$ cat src/rtl/imem_boot_ctrl_if.sv
// Loader stream, fetch port and status bundle for imem_boot_ctrl.
// Loader handshake: a byte moves on every rising edge where ld_valid && ld_ready; ld_data/ld_last
// are only meaningful while ld_valid is high, and ld_ready never depends on ld_valid.
interface imem_boot_ctrl_if #(
   parameter int AW = 6
);
   logic          ld_start;
   logic          ld_valid;
   logic [7:0]    ld_data;
   logic          ld_last;
   logic          ld_ready;
   logic          fetch_req;
   logic [31:0]   fetch_pc;
   logic          fetch_valid;
   logic [31:0]   fetch_instr;
   logic          stall;
   logic [AW:0]   load_count;
   logic [1:0]    err_code;

   modport master (
      output ld_start, ld_valid, ld_data, ld_last, fetch_req, fetch_pc,
      input  ld_ready, fetch_valid, fetch_instr, stall, load_count, err_code
   );

   modport slave (
      input  ld_start, ld_valid, ld_data, ld_last, fetch_req, fetch_pc,
      output ld_ready, fetch_valid, fetch_instr, stall, load_count, err_code
   );
endinterface

$ cat src/rtl/imem_boot_ctrl.sv
// Boot loader and registered 32-bit big-endian fetch port for a DEPTH-byte instruction store.
// The pipeline is stalled until a complete, word-aligned program has been loaded.
module imem_boot_ctrl #(
   parameter int DEPTH = 64,
   parameter int AW    = 6
) (
   input  logic               clk,
   input  logic               reset,
   imem_boot_ctrl_if.slave    bus,
   output logic [1:0]         dbg_state
);

   typedef enum logic [1:0] {
      IDLE  = 2'd0,
      LOAD  = 2'd1,
      RUN   = 2'd2,
      FAULT = 2'd3
   } state_t;

   localparam logic [AW-1:0] LAST_PTR = AW'(DEPTH - 1);

   state_t        state;
   state_t        state_n;
   logic [AW-1:0] ptr;
   logic [AW:0]   load_count;
   logic [AW:0]   count_inc;
   logic [1:0]    err_code;
   logic          fetch_valid;
   logic [31:0]   fetch_instr;
   logic [7:0]    mem [DEPTH];

   logic          accept;
   logic          fetch_take;
   logic          misaligned;
   logic          out_of_range;
   logic [31:0]   rd_word;

   assign count_inc = load_count + (AW+1)'(1);

   always_comb begin
      state_n      = state;
      accept       = (state == LOAD) && bus.ld_valid && !bus.ld_start;
      fetch_take   = (state == RUN) && bus.fetch_req;
      misaligned   = (bus.fetch_pc[1:0] != 2'b00);
      // 33-bit compare so a PC near 2^32 cannot wrap back into the loaded image.
      out_of_range = ({1'b0, bus.fetch_pc} + 33'd4) > {{(32-AW){1'b0}}, load_count};
      rd_word      = {mem[{bus.fetch_pc[AW-1:2], 2'd0}], mem[{bus.fetch_pc[AW-1:2], 2'd1}],
                      mem[{bus.fetch_pc[AW-1:2], 2'd2}], mem[{bus.fetch_pc[AW-1:2], 2'd3}]};
      if (bus.ld_start) begin
         state_n = LOAD;
      end else if (accept) begin
         if (bus.ld_last)
            state_n = (count_inc[1:0] == 2'b00) ? RUN : FAULT;
         else if (ptr == LAST_PTR)
            state_n = FAULT;
      end
   end

   always_ff @(posedge clk or posedge reset) begin
      if (reset) begin
         state       <= IDLE;
         ptr         <= '0;
         load_count  <= '0;
         err_code    <= 2'd0;
         fetch_valid <= 1'b0;
         fetch_instr <= 32'd0;
      end else begin
         state       <= state_n;
         fetch_valid <= fetch_take;
         if (fetch_take)
            fetch_instr <= (misaligned || out_of_range) ? 32'd0 : rd_word;
         if (bus.ld_start) begin
            ptr        <= '0;
            load_count <= '0;
            err_code   <= 2'd0;
         end else begin
            if (accept) begin
               ptr        <= ptr + AW'(1);
               load_count <= count_inc;
               if (state_n == FAULT)
                  err_code <= 2'd3;
            end
            if (fetch_take) begin
               if (misaligned)
                  err_code <= 2'd1;
               else if (out_of_range)
                  err_code <= 2'd2;
            end
         end
      end
   end

   // Store contents survive reset; they are simply unusable until a new load completes.
   always_ff @(posedge clk) begin
      if (accept)
         mem[ptr] <= bus.ld_data;
   end

   assign bus.ld_ready    = (state == LOAD);
   assign bus.stall       = (state != RUN);
   assign bus.fetch_valid = fetch_valid;
   assign bus.fetch_instr = fetch_instr;
   assign bus.load_count  = load_count;
   assign bus.err_code    = err_code;
   assign dbg_state       = state;

endmodule

$ cat src/flat_wrapper.sv
// flat-port wrapper written by rule: the top's interface ports become plain ports
module imem_boot_ctrl_flat 
#(
   parameter int DEPTH = 64,
   parameter int AW    = 6
)
  (clk, reset, dbg_state, bus_ld_start, bus_ld_valid, bus_ld_data, bus_ld_last, bus_fetch_req, bus_fetch_pc, bus_ld_ready, bus_fetch_valid, bus_fetch_instr, bus_stall, bus_load_count, bus_err_code);
  imem_boot_ctrl_if #(.AW(AW)) bus_i ();
  input  logic clk;
  input  logic reset;
  output logic [1:0] dbg_state;
  input wire logic [$bits(bus_i.ld_start)-1:0] bus_ld_start;
  input wire logic [$bits(bus_i.ld_valid)-1:0] bus_ld_valid;
  input wire logic [$bits(bus_i.ld_data)-1:0] bus_ld_data;
  input wire logic [$bits(bus_i.ld_last)-1:0] bus_ld_last;
  input wire logic [$bits(bus_i.fetch_req)-1:0] bus_fetch_req;
  input wire logic [$bits(bus_i.fetch_pc)-1:0] bus_fetch_pc;
  output wire logic [$bits(bus_i.ld_ready)-1:0] bus_ld_ready;
  output wire logic [$bits(bus_i.fetch_valid)-1:0] bus_fetch_valid;
  output wire logic [$bits(bus_i.fetch_instr)-1:0] bus_fetch_instr;
  output wire logic [$bits(bus_i.stall)-1:0] bus_stall;
  output wire logic [$bits(bus_i.load_count)-1:0] bus_load_count;
  output wire logic [$bits(bus_i.err_code)-1:0] bus_err_code;
  assign bus_i.ld_start = bus_ld_start;
  assign bus_i.ld_valid = bus_ld_valid;
  assign bus_i.ld_data = bus_ld_data;
  assign bus_i.ld_last = bus_ld_last;
  assign bus_i.fetch_req = bus_fetch_req;
  assign bus_i.fetch_pc = bus_fetch_pc;
  assign bus_ld_ready = bus_i.ld_ready;
  assign bus_fetch_valid = bus_i.fetch_valid;
  assign bus_fetch_instr = bus_i.fetch_instr;
  assign bus_stall = bus_i.stall;
  assign bus_load_count = bus_i.load_count;
  assign bus_err_code = bus_i.err_code;
  imem_boot_ctrl #(.DEPTH(DEPTH), .AW(AW)) u_core (.clk(clk), .reset(reset), .bus(bus_i), .dbg_state(dbg_state));
endmodule
$ cat config.mk
export PLATFORM = sky130hd
export DESIGN_NAME = imem_boot_ctrl_flat
export DESIGN_NICKNAME = d
export VERILOG_FILES = /design/src/rtl/imem_boot_ctrl_if.sv /design/src/rtl/imem_boot_ctrl.sv /design/src/flat_wrapper.sv
export SDC_FILE = /design/constraint.sdc
export NUM_CORES = 1
export LEC_CHECK = 0
export ABC_AREA = 1
export ABC_CLOCK_PERIOD_IN_PS = 2800
export CORE_ASPECT_RATIO = 0.5
export CORE_UTILIZATION = 55
export DETAILED_ROUTE_END_ITERATION = 10
export PLACE_DENSITY = 0.79
export SETUP_SLACK_MARGIN = 0.02
export SYNTH_ARGS = -nofsm -noshare
export SYNTH_HDL_FRONTEND = slang
export SYNTH_SLANG_ARGS = --single-unit
$ cat constraint.sdc
create_clock -name clk -period 2.8 [get_ports clk]
set_input_delay 0.56 -clock clk [delete_from_list [all_inputs] [get_ports clk]]
set_output_delay 0.56 -clock clk [all_outputs]
set_load 0.1 [all_outputs]
* Word level (Yosys, flattened, before mapping)
Memories as Yosys holds them, arrays and structs flattened.
Cells that the tools add are included.
** Word-level totals
- Output and inout bits :: 46
- Input port bits :: 46
- Flip-flop bits (word level) :: 50
- Word-level logic and storage cells :: 42
- Memories :: 1
- Memory bits (writable) :: 512
** Cells by class
- Eq/ne operators :: 5
- Order comparisons :: 1
- Add/sub/neg operators :: 3
- Mux-type cells :: 18
- Reductions and logical operators :: 8
** Memory list
- u_core.mem :: depth 64, width 8, read ports 4, clocked after Yosys merged registers in 0, wr ports 1, RTL line imem_boot_ctrl.sv:30 : logic [7:0] mem [DEPTH];
** Operators with widths (number)
- $add A32 B3 Y33 const B :: 1
- $gt A33 B7 Y1 :: 1
- $mux W32 :: 1
- $mux W2 :: 10
- $mux W7 :: 2
- $mux W6 :: 2
- $add A7 B1 Y7 const B :: 1
- $add A6 B1 Y6 const B :: 1
- $eq A6 B6 Y1 const B :: 1
- $eq A2 B2 Y1 const B :: 2
- $reduce_bool A2 Y1 :: 2
- $logic_and A1 B1 Y1 :: 3
- $mux W1 :: 3
- $eq A2 B1 Y1 const B :: 1
- $logic_not A2 Y1 :: 1
- $ne A2 B2 Y1 const B :: 1
- $logic_not A1 Y1 :: 1
- $logic_or A1 B1 Y1 :: 1

* Logic depth before layout (Yosys ltp)
Gate-level depths: netlist (run 1).
- Depth after elaboration :: 13
- Mapped depth :: 19
- Depth with buffers taken out :: 16

* Least setup slack after synthesis (run 1)
No wires, ideal clock.
- Path type :: register to register
- Start point :: register u_core.state[0], in the netlist u_core.dbg_state[0]
- End point :: memory u_core.mem[0][0], enable pin
- Library setup time :: 0.370 ns
- Required time :: 2.430 ns
- Cell stages (with the launch flop) :: 9
- Data arrival time :: 4.130 ns
- Setup slack :: -1.701 ns
- Cells stage by stage :: dfrtp_1 > inv_1 > nor2_1 > nand2_1 > nor2_2 > inv_1 > nor2_1 > nand3_1 > nor2_1
** Between the ends
- Cells in the longest elaborated chain, start to end :: 5
** Ends and longest elaborated chain
- start: declaration :: RTL line imem_boot_ctrl.sv:22 : state_t state;
- start signal: assignment :: RTL line imem_boot_ctrl.sv:68 : state <= state_n;
- $eq A2 B1 Y1
- via bus_ld_ready :: RTL line flat_wrapper.sv:18 : output wire logic [$bits(bus_i.ld_ready)-1:0] bus_ld_ready;
- $logic_and A1 B1 Y1 (2 in a row) :: RTL line imem_boot_ctrl.sv:42 : accept = (state == LOAD) && bus.ld_valid && !bus.ld_start;
- $mux W1 :: RTL line imem_boot_ctrl.sv:95 : if (accept)
- $mux W1 (implied by the code) :: RTL line imem_boot_ctrl.sv:96 : mem[ptr] <= bus.ld_data;
- end: declaration :: RTL line imem_boot_ctrl.sv:30
The timed path passes the listed nets, and every way through them passes these cells.

* Worst setup path in the final report (run 1)
- Start point :: input bus_fetch_pc[4]
- End point :: register u_core.fetch_instr[2], in the netlist u_core.bus.fetch_instr[2]
** Between the ends
- Cells in the longest elaborated chain, start to end :: 4
- Elaborated cells between the ends (all ways) :: 5
** Ends and longest elaborated chain
- start: declaration :: RTL line flat_wrapper.sv:17 : input wire logic [$bits(bus_i.fetch_pc)-1:0] bus_fetch_pc;
- $add A32 B3 Y33 :: RTL line imem_boot_ctrl.sv:46 : out_of_range = ({1'b0, bus.fetch_pc} + 33'd4) > {{(32-AW){1'b0}}, load_count};
- $gt A33 B7 Y1 :: RTL line imem_boot_ctrl.sv:46
- $logic_or A1 B1 Y1 :: RTL line imem_boot_ctrl.sv:71 : fetch_instr <= (misaligned || out_of_range) ? 32'd0 : rd_word;
- $mux W32 (*) :: RTL line imem_boot_ctrl.sv:71
- end signal: assignment :: RTL line imem_boot_ctrl.sv:71
- end: declaration :: RTL line imem_boot_ctrl.sv:29 : logic [31:0] fetch_instr;
Every way passes the cells marked *; elsewhere a longest branch is shown, timed or not.
A chain may end at the register's enable or synchronous reset.

==> run_summary.xml, run 1 <==
<?xml version="1.0" encoding="UTF-8"?>
<metrics>
  <group name="power">
    <metric name="vdd.ir_drop.worst" unit="mV">0.4613</metric>
    <metric name="power-per-cell-area" unit="mW/mm^2">618.3</metric>
    <metric name="total_power" unit="uW">17220</metric>
    <metric name="power_leakage" unit="uW">0.01007</metric>
  </group>
  <group name="clock_network">
    <metric name="ctsResizeCount" unit="">0</metric>
    <metric name="cts_sinks" unit="">562</metric>
    <metric name="cts-root-to-sink-buffers" unit="">3</metric>
    <metric name="clkSlewWorstSetupHoldPaths" unit="ns">0.07</metric>
    <metric name="cts_made_buffers" unit="">49</metric>
    <metric name="cts_root_buffer" unit="">sky130_fd_sc_hd__clkbuf_16</metric>
    <metric name="postCtsHoldBufs" unit="">0</metric>
    <metric name="cts_tree" unit="">built</metric>
    <metric name="worst_skew_pair.late_latency" unit="ns">0.57</metric>
    <metric name="postCtsSetupBuffers" unit="">0</metric>
    <metric name="cts_max_level" unit="">2</metric>
  </group>
  <group name="die">
    <metric name="fp-row-count" unit="">53</metric>
    <metric name="design.die.area" unit="sq mm">0.04371</metric>
    <metric name="die-width" unit="um">294.7</metric>
    <metric name="floorplan.initialDensity" unit="%">55.94</metric>
    <metric name="boundaryPins" unit="">92</metric>
    <metric name="coreArea" unit="sq mm">0.04211</metric>
    <metric name="die_h" unit="um">148.3</metric>
  </group>
  <group name="synth">
    <metric name="ys_ff_latch" unit="">562</metric>
    <metric name="yosysUniqueCellTypes" unit="">42</metric>
    <metric name="synth.top_cells.by_count" unit="">520 x sky130_fd_sc_hd__nand2_1, 512 x sky130_fd_sc_hd__edfxtp_1, 239 x sky130_fd_sc_hd__a21oi_1</metric>
    <metric name="netlist_top_cells_area" unit="">sky130_fd_sc_hd__edfxtp_1 65%, sky130_fd_sc_hd__nand2_1 8.3%, sky130_fd_sc_hd__dfrtp_1 5.3%</metric>
    <metric name="synthesis.nets" unit="">2041</metric>
    <metric name="mapped_cell_area" unit="sq mm">0.02355</metric>
    <metric name="ys_seq_area_share" unit="%">70.59</metric>
    <metric name="postSynth.asyncResetShare" unit="%">8.897</metric>
    <metric name="yosys.cell_count.top_type" unit="">sky130_fd_sc_hd__nand2_1</metric>
    <metric name="synth_cells" unit="">1984</metric>
    <metric name="ys.warnings.count" unit="">0</metric>
    <metric name="synthFlopType" unit="">sky130_fd_sc_hd__edfxtp_1</metric>
    <metric name="synth-edff-count" unit="">512</metric>
    <metric name="synth_top_area_share" unit="%">65.27</metric>
    <metric name="synth.largest_area_cell" unit="">sky130_fd_sc_hd__edfxtp_1</metric>
    <metric name="synth_area_per_cell" unit="sq um">11.87</metric>
  </group>
  <group name="status">
    <metric name="status" unit="">finished with violations</metric>
    <metric name="violations" unit="">design-rule violations</metric>
  </group>
  <group name="placement">
    <metric name="placed_cell_area" unit="sq mm">0.02627</metric>
    <metric name="dp_hpwl" unit="um">36680</metric>
    <metric name="gp_congestion" unit="">0.9020</metric>
    <metric name="port_buffers" unit="">91</metric>
  </group>
  <group name="critical_path">
    <metric name="cp.required" unit="ns">3.30</metric>
    <metric name="reg_to_reg_setup_timing_slack" unit="ns">0.65</metric>
    <metric name="crit_path_largest_cell_delay" unit="ns">0.46</metric>
    <metric name="cpMostUsedCell" unit="">sky130_fd_sc_hd__nand2_1</metric>
    <metric name="timing.critical_path.max_delay_family" unit="">buffers and inverters</metric>
    <metric name="worstSetupEndpointType" unit="">register</metric>
    <metric name="path_buf_inv" unit="">3</metric>
    <metric name="cp_cell_sequence" unit="">clkdlybuf4s50_1 -&gt; buf_4 -&gt; xor2_1 -&gt; ha_1 -&gt; nand2_1 -&gt; nor2_1 -&gt; nand2_1 -&gt; nand2_1 -&gt; o21ai_0 -&gt; a21oi_1 -&gt; nor2_1 -&gt; nand2_1 -&gt; nor2_2 -&gt; nand3_2 -&gt; buf_12 -&gt; o21ai_2</metric>
    <metric name="timing.critical_path.fanout_max" unit="">32</metric>
    <metric name="critical_path_type" unit="">in -&gt; reg</metric>
    <metric name="critical-path-slowest-cell" unit="">sky130_fd_sc_hd__clkdlybuf4s50_1</metric>
    <metric name="type_of_element_launching_the_critical_path" unit="">primary input</metric>
    <metric name="worst_ep_arrival_time" unit="ns">2.89</metric>
  </group>
  <group name="cells_and_area">
    <metric name="syn2layout_area_growth" unit="%">18.28</metric>
    <metric name="post_route_core_utilization" unit="%">66.16</metric>
    <metric name="layout.cell_area.non_filler" unit="sq mm">0.02786</metric>
    <metric name="fraction_of_layout_cells_with_a_size_suffix_above_1" unit="%">17.69</metric>
    <metric name="final_nets" unit="">2229</metric>
    <metric name="insertedDiodeCount" unit="">0</metric>
  </group>
  <group name="detailed_routing">
    <metric name="wire_per_inst" unit="um">21.14</metric>
    <metric name="route.detailed.drc" unit="">2</metric>
    <metric name="detail_route.iter0.violations" unit="">1937</metric>
    <metric name="detail_route.vias_per_cell" unit="">5.957</metric>
    <metric name="dr.pass1.iters" unit="">8</metric>
    <metric name="drt-total-wl" unit="um">58910</metric>
    <metric name="dr_total_vias" unit="">16600</metric>
    <metric name="route.antenna.remaining_nets" unit="">0</metric>
  </group>
  <group name="global_route">
    <metric name="grt_pass1_wl" unit="um">90430</metric>
    <metric name="grt_overflow" unit="">0</metric>
    <metric name="grt_start_max_net_pins" unit="">97</metric>
    <metric name="first_global_vias" unit="">16240</metric>
    <metric name="antenna_found_initial" unit="">1</metric>
    <metric name="groute.usage.overall" unit="%">27.12</metric>
  </group>
  <group name="sta">
    <metric name="rsz0062_at_grt" unit="">no</metric>
    <metric name="final.period_utilization" unit="%">85.38</metric>
    <metric name="min_period" unit="ns">2.391</metric>
    <metric name="whs" unit="ns">0.3784</metric>
    <metric name="fin_worst_skew" unit="ns">0.02656</metric>
    <metric name="final_hold_viol_count" unit="">0</metric>
    <metric name="report.final.slew_viol_count" unit="">0</metric>
    <metric name="worstMarginPinSlew" unit="ns">1.005</metric>
    <metric name="setup_viol" unit="">0</metric>
    <metric name="worst_slew_margin_rel" unit="%">33.01</metric>
    <metric name="top_achievable_clock_speed" unit="MHz">418.3</metric>
    <metric name="setup-tns-final" unit="ns">0</metric>
  </group>
  <group name="worst_hold_path">
    <metric name="min-delay-path-class" unit="">in -&gt; async</metric>
  </group>
  <group name="run">
    <metric name="number_of_max_capacitance_violations_reported" unit="">0</metric>
  </group>
</metrics>
cells in the final DEF (no fill, tap or decap), drive strengths merged:
| cell | instances |
|---|---|
| nand3 | 56 |
| o32ai | 1 |
| nand3b | 5 |
| nor3 | 8 |
| dfrtp | 50 |
| or2 | 11 |
| nand2 | 522 |
| clkbuf | 69 |
| edfxtp | 512 |
| o22ai | 4 |
| a22oi | 80 |
| clkdlybuf4s50 | 35 |
| nand4 | 8 |
| inv | 67 |
| o211ai | 21 |
| ha | 11 |
| xor2 | 4 |
| and3 | 1 |
| o21bai | 2 |
| a21oi | 239 |
| o21ai | 77 |
| a32o | 42 |
| nor2 | 138 |
| bufinv | 4 |
| xnor2 | 3 |
| nor4 | 2 |
| clkinv | 16 |
| a31oi | 3 |
| a221o | 1 |
| o31ai | 1 |
| and2 | 1 |
| a221oi | 2 |
| buf | 214 |
sequential cells by signal (all words and copies together), names as in the netlist:
register                flops
u_core.bus.fetch_valid      1
u_core.mem                512
u_core.bus.load_count       7
u_core.bus.fetch_instr     32
u_core.bus.err_code         2
u_core.ptr                  6
u_core.dbg_state            2
per-layer routing:
| layer | track usage [%] | vias up | routed length [um] |
|---|---|---|---|
| met5 | 0 | - | 0 |
| li1 | - | 7534 | - |
| met1 | 37.55 | 8069 | 23260 |
| met2 | 44.09 | 871 | 28050 |
| met4 | 10.10 | 0 | 1972 |
| met3 | 3.975 | 128 | 5631 |
worst paths after layout:
path	cells past startpoint	start	end
worst max-delay path	16	bus_fetch_pc[4]	u_core.bus.fetch_instr[2]
min in group clk	1	bus_ld_data[7]	u_core.mem[36][7]
worst min-delay path	2	reset	u_core.bus.load_count[6]
worst min register to register	2	u_core.bus.fetch_instr[9]	u_core.bus.fetch_instr[9]
worst max register to register	7	u_core.dbg_state[1]	u_core.mem[44][1]
max in group asynchronous	3	reset	u_core.bus.fetch_instr[14]
cell families (layout without fill, tap and decap cells):
family	count (synthesis)	after routing	synth area share (%)
and+or+nand+nor	752	752	12.88
DFF	562	562	70.59
AOI/OAI and AO/OA	473	473	12.63
buffers and inverters	179	405	3.054
adders and majority gates	11	11	0.5843
xor gates and xnor gates	7	7	0.2603
power breakdown:
group	internal, uW	switching [uW]	total, uW
logic	416	859	1270
registers	9170	16.4	9190
clock network	3810	2950	6760
total	13400	3820	17200
final cells by class:
type	count	area, sq um
multi-input cells	1243	6521
inverters	66	255.2
fillers	2839	14250
clock inverters	21	216.5
well taps	577	721.9
flip-flops and latches	562	16630
repair buffers	250	2138
clock buffers	68	1378
per-stage QoR:
| stage | worst slack (ns) | std cells |
|---|---|---|
| final | 0.4095 | 2787 |
| after global routing | 0.2806 | 2787 |
| after CTS | 0.4188 | 2787 |
| after detailed placement | -0.1734 | 2698 |
| after global placement | -0.1388 | 2698 |
| after floorplan | -0.05362 | 1984 |
worst register-to-register path, delay by kind of cell, from the launching register on:
family | cells | cell delay [ns]
flip-flops | 1 | 0.45
AND/OR/NAND/NOR | 6 | 1.31
buffers and inverters | 1 | 0.07
Power figures use the tool's default switching activity.
==> run 2: changes to the inputs <==
CORE_MARGIN = 10   (was default)
==> run 2 against run 1 <==
Against the previous run:
- the flow now finishes without violations
- combinational power decreased by 3%
- flip-flop and latch count unchanged
- global-route usage decreased by 5.1 points
- worst hold slack got worse by 0.078 ns
- clock power decreased by 4.4%
- sequential share of layout area increased by 0.83 points
- non-clock buffer count decreased by 35
- die area increased by 19%
- wire length increased by 1.2%
- count of clock-buffer cells in the layout decreased by 6
- critical path depth unchanged
- via count decreased by 0.73%
==> run_summary.xml, run 2 (synthesis gave the netlist of run 1 again) <==
<?xml version="1.0" encoding="UTF-8"?>
<metrics>
  <group name="status">
    <metric name="status" unit="">finished clean</metric>
  </group>
  <group name="detailed_routing">
    <metric name="dr_total_vias" unit="">16480</metric>
    <metric name="detail_route.iter0.violations" unit="">2077</metric>
    <metric name="route.detailed.drc" unit="">0</metric>
    <metric name="route.antenna.remaining_nets" unit="">0</metric>
    <metric name="wire_per_inst" unit="um">21.66</metric>
    <metric name="detail_route.vias_per_cell" unit="">5.988</metric>
    <metric name="dr.pass1.iters" unit="">6</metric>
    <metric name="drt-total-wl" unit="um">59610</metric>
  </group>
  <group name="cells_and_area">
    <metric name="largest_register_ffs" unit="">512</metric>
    <metric name="post_layout_nonfiller_instances" unit="">2752</metric>
    <metric name="insertedDiodeCount" unit="">0</metric>
    <metric name="largest_register" unit="">u_core.mem</metric>
    <metric name="syn2layout_area_growth" unit="%">16.66</metric>
    <metric name="post_route_core_utilization" unit="%">65.26</metric>
    <metric name="mostFrequentLayoutCells" unit="">518 x sky130_fd_sc_hd__nand2_1, 512 x sky130_fd_sc_hd__edfxtp_1, 239 x sky130_fd_sc_hd__a21oi_1</metric>
    <metric name="fraction_of_layout_cells_with_a_size_suffix_above_1" unit="%">16.32</metric>
    <metric name="layout.cell_area.non_filler" unit="sq mm">0.02748</metric>
    <metric name="final_nets" unit="">2193</metric>
    <metric name="layout.cells.most_common" unit="">sky130_fd_sc_hd__nand2_1</metric>
    <metric name="reg_top3" unit="">u_core.mem: 512 flops, u_core.bus.fetch_instr: 32 flops, u_core.bus.load_count: 7 flops</metric>
  </group>
  <group name="die">
    <metric name="floorplan.initialDensity" unit="%">55.94</metric>
    <metric name="fp-row-count" unit="">53</metric>
    <metric name="design.die.area" unit="sq mm">0.05200</metric>
    <metric name="coreArea" unit="sq mm">0.04211</metric>
    <metric name="boundaryPins" unit="">92</metric>
    <metric name="die-width" unit="um">312.7</metric>
    <metric name="die_h" unit="um">166.3</metric>
  </group>
  <group name="critical_path">
    <metric name="worst_r2r_startpoint" unit="">u_core.bus.load_count[4]</metric>
    <metric name="type_of_element_launching_the_critical_path" unit="">primary input</metric>
    <metric name="worstSetupEndpointType" unit="">register</metric>
    <metric name="critPathLaunch" unit="">bus_fetch_pc[4]</metric>
    <metric name="critical-path-slowest-cell" unit="">sky130_fd_sc_hd__clkdlybuf4s50_1</metric>
    <metric name="cpMostUsedCell" unit="">sky130_fd_sc_hd__nand2_1</metric>
    <metric name="worst-r2r-cell-count" unit="">14</metric>
    <metric name="cp_cell_sequence" unit="">clkdlybuf4s50_1 -&gt; buf_4 -&gt; xor2_1 -&gt; ha_1 -&gt; nand2_1 -&gt; nor2_1 -&gt; nand2_1 -&gt; nand2_1 -&gt; o21ai_0 -&gt; a21oi_1 -&gt; nor2_1 -&gt; nand2_1 -&gt; nor2_2 -&gt; nand3_2 -&gt; buf_12 -&gt; o21ai_2</metric>
    <metric name="crit_path_largest_cell_delay" unit="ns">0.47</metric>
    <metric name="worstSetupEndpoint" unit="">u_core.bus.fetch_instr[17]</metric>
    <metric name="worst_ep_arrival_time" unit="ns">2.95</metric>
    <metric name="critical_path_type" unit="">in -&gt; reg</metric>
    <metric name="timing.critical_path.fanout_max" unit="">32</metric>
    <metric name="path_buf_inv" unit="">3</metric>
    <metric name="number_of_logic_stages_on_the_critical_path_including_buffering" unit="">16</metric>
    <metric name="timing.critical_path.max_delay_family" unit="">buffers and inverters</metric>
    <metric name="rr_endpoint" unit="">u_core.bus.fetch_instr[17]</metric>
    <metric name="reg_to_reg_setup_timing_slack" unit="ns">0.62</metric>
    <metric name="cp.required" unit="ns">3.29</metric>
  </group>
  <group name="placement">
    <metric name="gp_congestion" unit="">0.8700</metric>
    <metric name="numPlacedInstances" unit="">2663</metric>
    <metric name="placed_cell_area" unit="sq mm">0.02596</metric>
    <metric name="dp_hpwl" unit="um">36910</metric>
    <metric name="port_buffers" unit="">91</metric>
  </group>
  <group name="global_route">
    <metric name="first_global_vias" unit="">15860</metric>
    <metric name="groute.usage.overall" unit="%">22.01</metric>
    <metric name="grt_pass1_wl" unit="um">90930</metric>
    <metric name="antenna_found_initial" unit="">0</metric>
    <metric name="grt_start_max_net_pins" unit="">111</metric>
    <metric name="grt_overflow" unit="">0</metric>
  </group>
  <group name="power">
    <metric name="power-per-cell-area" unit="mW/mm^2">614.2</metric>
    <metric name="switching_power" unit="uW">3805</metric>
    <metric name="p_int" unit="uW">13070</metric>
    <metric name="portion_of_total_power_attributed_to_combinational_logic" unit="%">7.3</metric>
    <metric name="vdd.ir_drop.worst" unit="mV">0.4694</metric>
    <metric name="fraction_of_power_consumed_by_the_clock_network" unit="%">38.3</metric>
    <metric name="power_leakage" unit="uW">0.009839</metric>
    <metric name="sw_frac_of_total" unit="%">22.54</metric>
    <metric name="seq_power_share" unit="%">54.4</metric>
  </group>
  <group name="clock_network">
    <metric name="ctsResizeCount" unit="">0</metric>
    <metric name="cts_root_buffer" unit="">sky130_fd_sc_hd__clkbuf_16</metric>
    <metric name="cts_made_buffers" unit="">48</metric>
    <metric name="cts-root-to-sink-buffers" unit="">3</metric>
    <metric name="postCtsSetupBuffers" unit="">0</metric>
    <metric name="worst_skew_pair.late_latency" unit="ns">0.58</metric>
    <metric name="cts_tree" unit="">built</metric>
    <metric name="cts_max_level" unit="">2</metric>
    <metric name="cts_sinks" unit="">562</metric>
    <metric name="postCtsHoldBufs" unit="">0</metric>
    <metric name="clkSlewWorstSetupHoldPaths" unit="ns">0.07</metric>
  </group>
  <group name="sta">
    <metric name="whs" unit="ns">0.3009</metric>
    <metric name="worstMarginPinSlew" unit="ns">0.7781</metric>
    <metric name="final_hold_viol_count" unit="">0</metric>
    <metric name="worst_slew_margin_rel" unit="%">47.98</metric>
    <metric name="final.period_utilization" unit="%">87.96</metric>
    <metric name="fin_worst_skew" unit="ns">0.02486</metric>
    <metric name="top_achievable_clock_speed" unit="MHz">406.0</metric>
    <metric name="report.final.slew_viol_count" unit="">0</metric>
    <metric name="min_period" unit="ns">2.463</metric>
    <metric name="setup_viol" unit="">0</metric>
    <metric name="rsz0062_at_grt" unit="">no</metric>
  </group>
  <group name="run">
    <metric name="number_of_max_capacitance_violations_reported" unit="">0</metric>
  </group>
  <group name="worst_hold_path">
    <metric name="min-delay-path-class" unit="">in -&gt; reg</metric>
  </group>
</metrics>
==> run 2: changes by cell type in the layout (fill, tap and decap cells not counted), sizes merged <==
cell and delta:
buf -35, bufinv -2, clkbuf -6, inv -2, clkinv +7, clkinvlp +3
==> run 2: how the worst min path moves through the flow <==
stage                               start                          to  slack (ns)  depth (start not counted)
3_5_place_dp   u_core.bus.fetch_instr[12]  u_core.bus.fetch_instr[12]        0.47                          2
4_1_cts                    bus_ld_data[0]           u_core.mem[42][0]        0.27                          1
3_3_place_gp   u_core.bus.fetch_instr[12]  u_core.bus.fetch_instr[12]        0.47                          2
5_1_grt                    bus_ld_data[0]           u_core.mem[42][0]        0.28                          1
2_1_floorplan               u_core.ptr[5]               u_core.ptr[5]        0.58                          2
6_report                   bus_ld_data[0]           u_core.mem[42][0]        0.30                          1
==> run 2: per-layer routing <==
layer  share of wire (%)  GRT usage (%)  up-vias  wire [um]
li1                    -              -     7479          -
met1                  39          28.64     8050      23340
met2                  49          37.18      830      29240
met3                 9.1          3.889      121       5400
met4                 2.7          7.096        0       1635
met5                   0              0        -          0
==> run 2: cell type report <==
class / count / area [sq um]
Tap cell: 577 / 721.9
Clock buffer: 62 / 1316
Inverter: 66 / 255.2
Multi-Input combinational cell: 1243 / 6521
Fill cell: 2905 / 14630
Sequential cell: 562 / 16630
Clock inverter: 27 / 197.7
Timing Repair Buffer: 215 / 1838
==> run 2: stage by stage <==
| step | power [uW] | setup WS (ns) | setup TNS, ns |
|---|---|---|---|
| 2_1_floorplan | 10040 | -0.05362 | -6.467 |
| 3_3_place_gp | 10550 | -0.09688 | -2.888 |
| 3_5_place_dp | 10580 | -0.1660 | -4.895 |
| 4_1_cts | 16890 | 0.3874 | 0 |
| 5_1_grt | 17310 | 0.1537 | 0 |
| 6_report | 16880 | 0.3370 | 0 |
==> run 2: power by group through the flow <==
stage               Sequential [uW]  Combinational, uW  Clock [uW]
global route                   9180               1330        6800
floorplan                      9410                633           0
CTS                            9190               1220        6480
finish                         9190               1230        6460
detailed placement             9370               1210           0
global placement               9370               1180           0
==> run 3: changes to the inputs <==
SLEW_MARGIN = 10   (was default)
==> results of run 3 <==
Same layout as run 2: the final DEF is identical, and so are final timing and power.
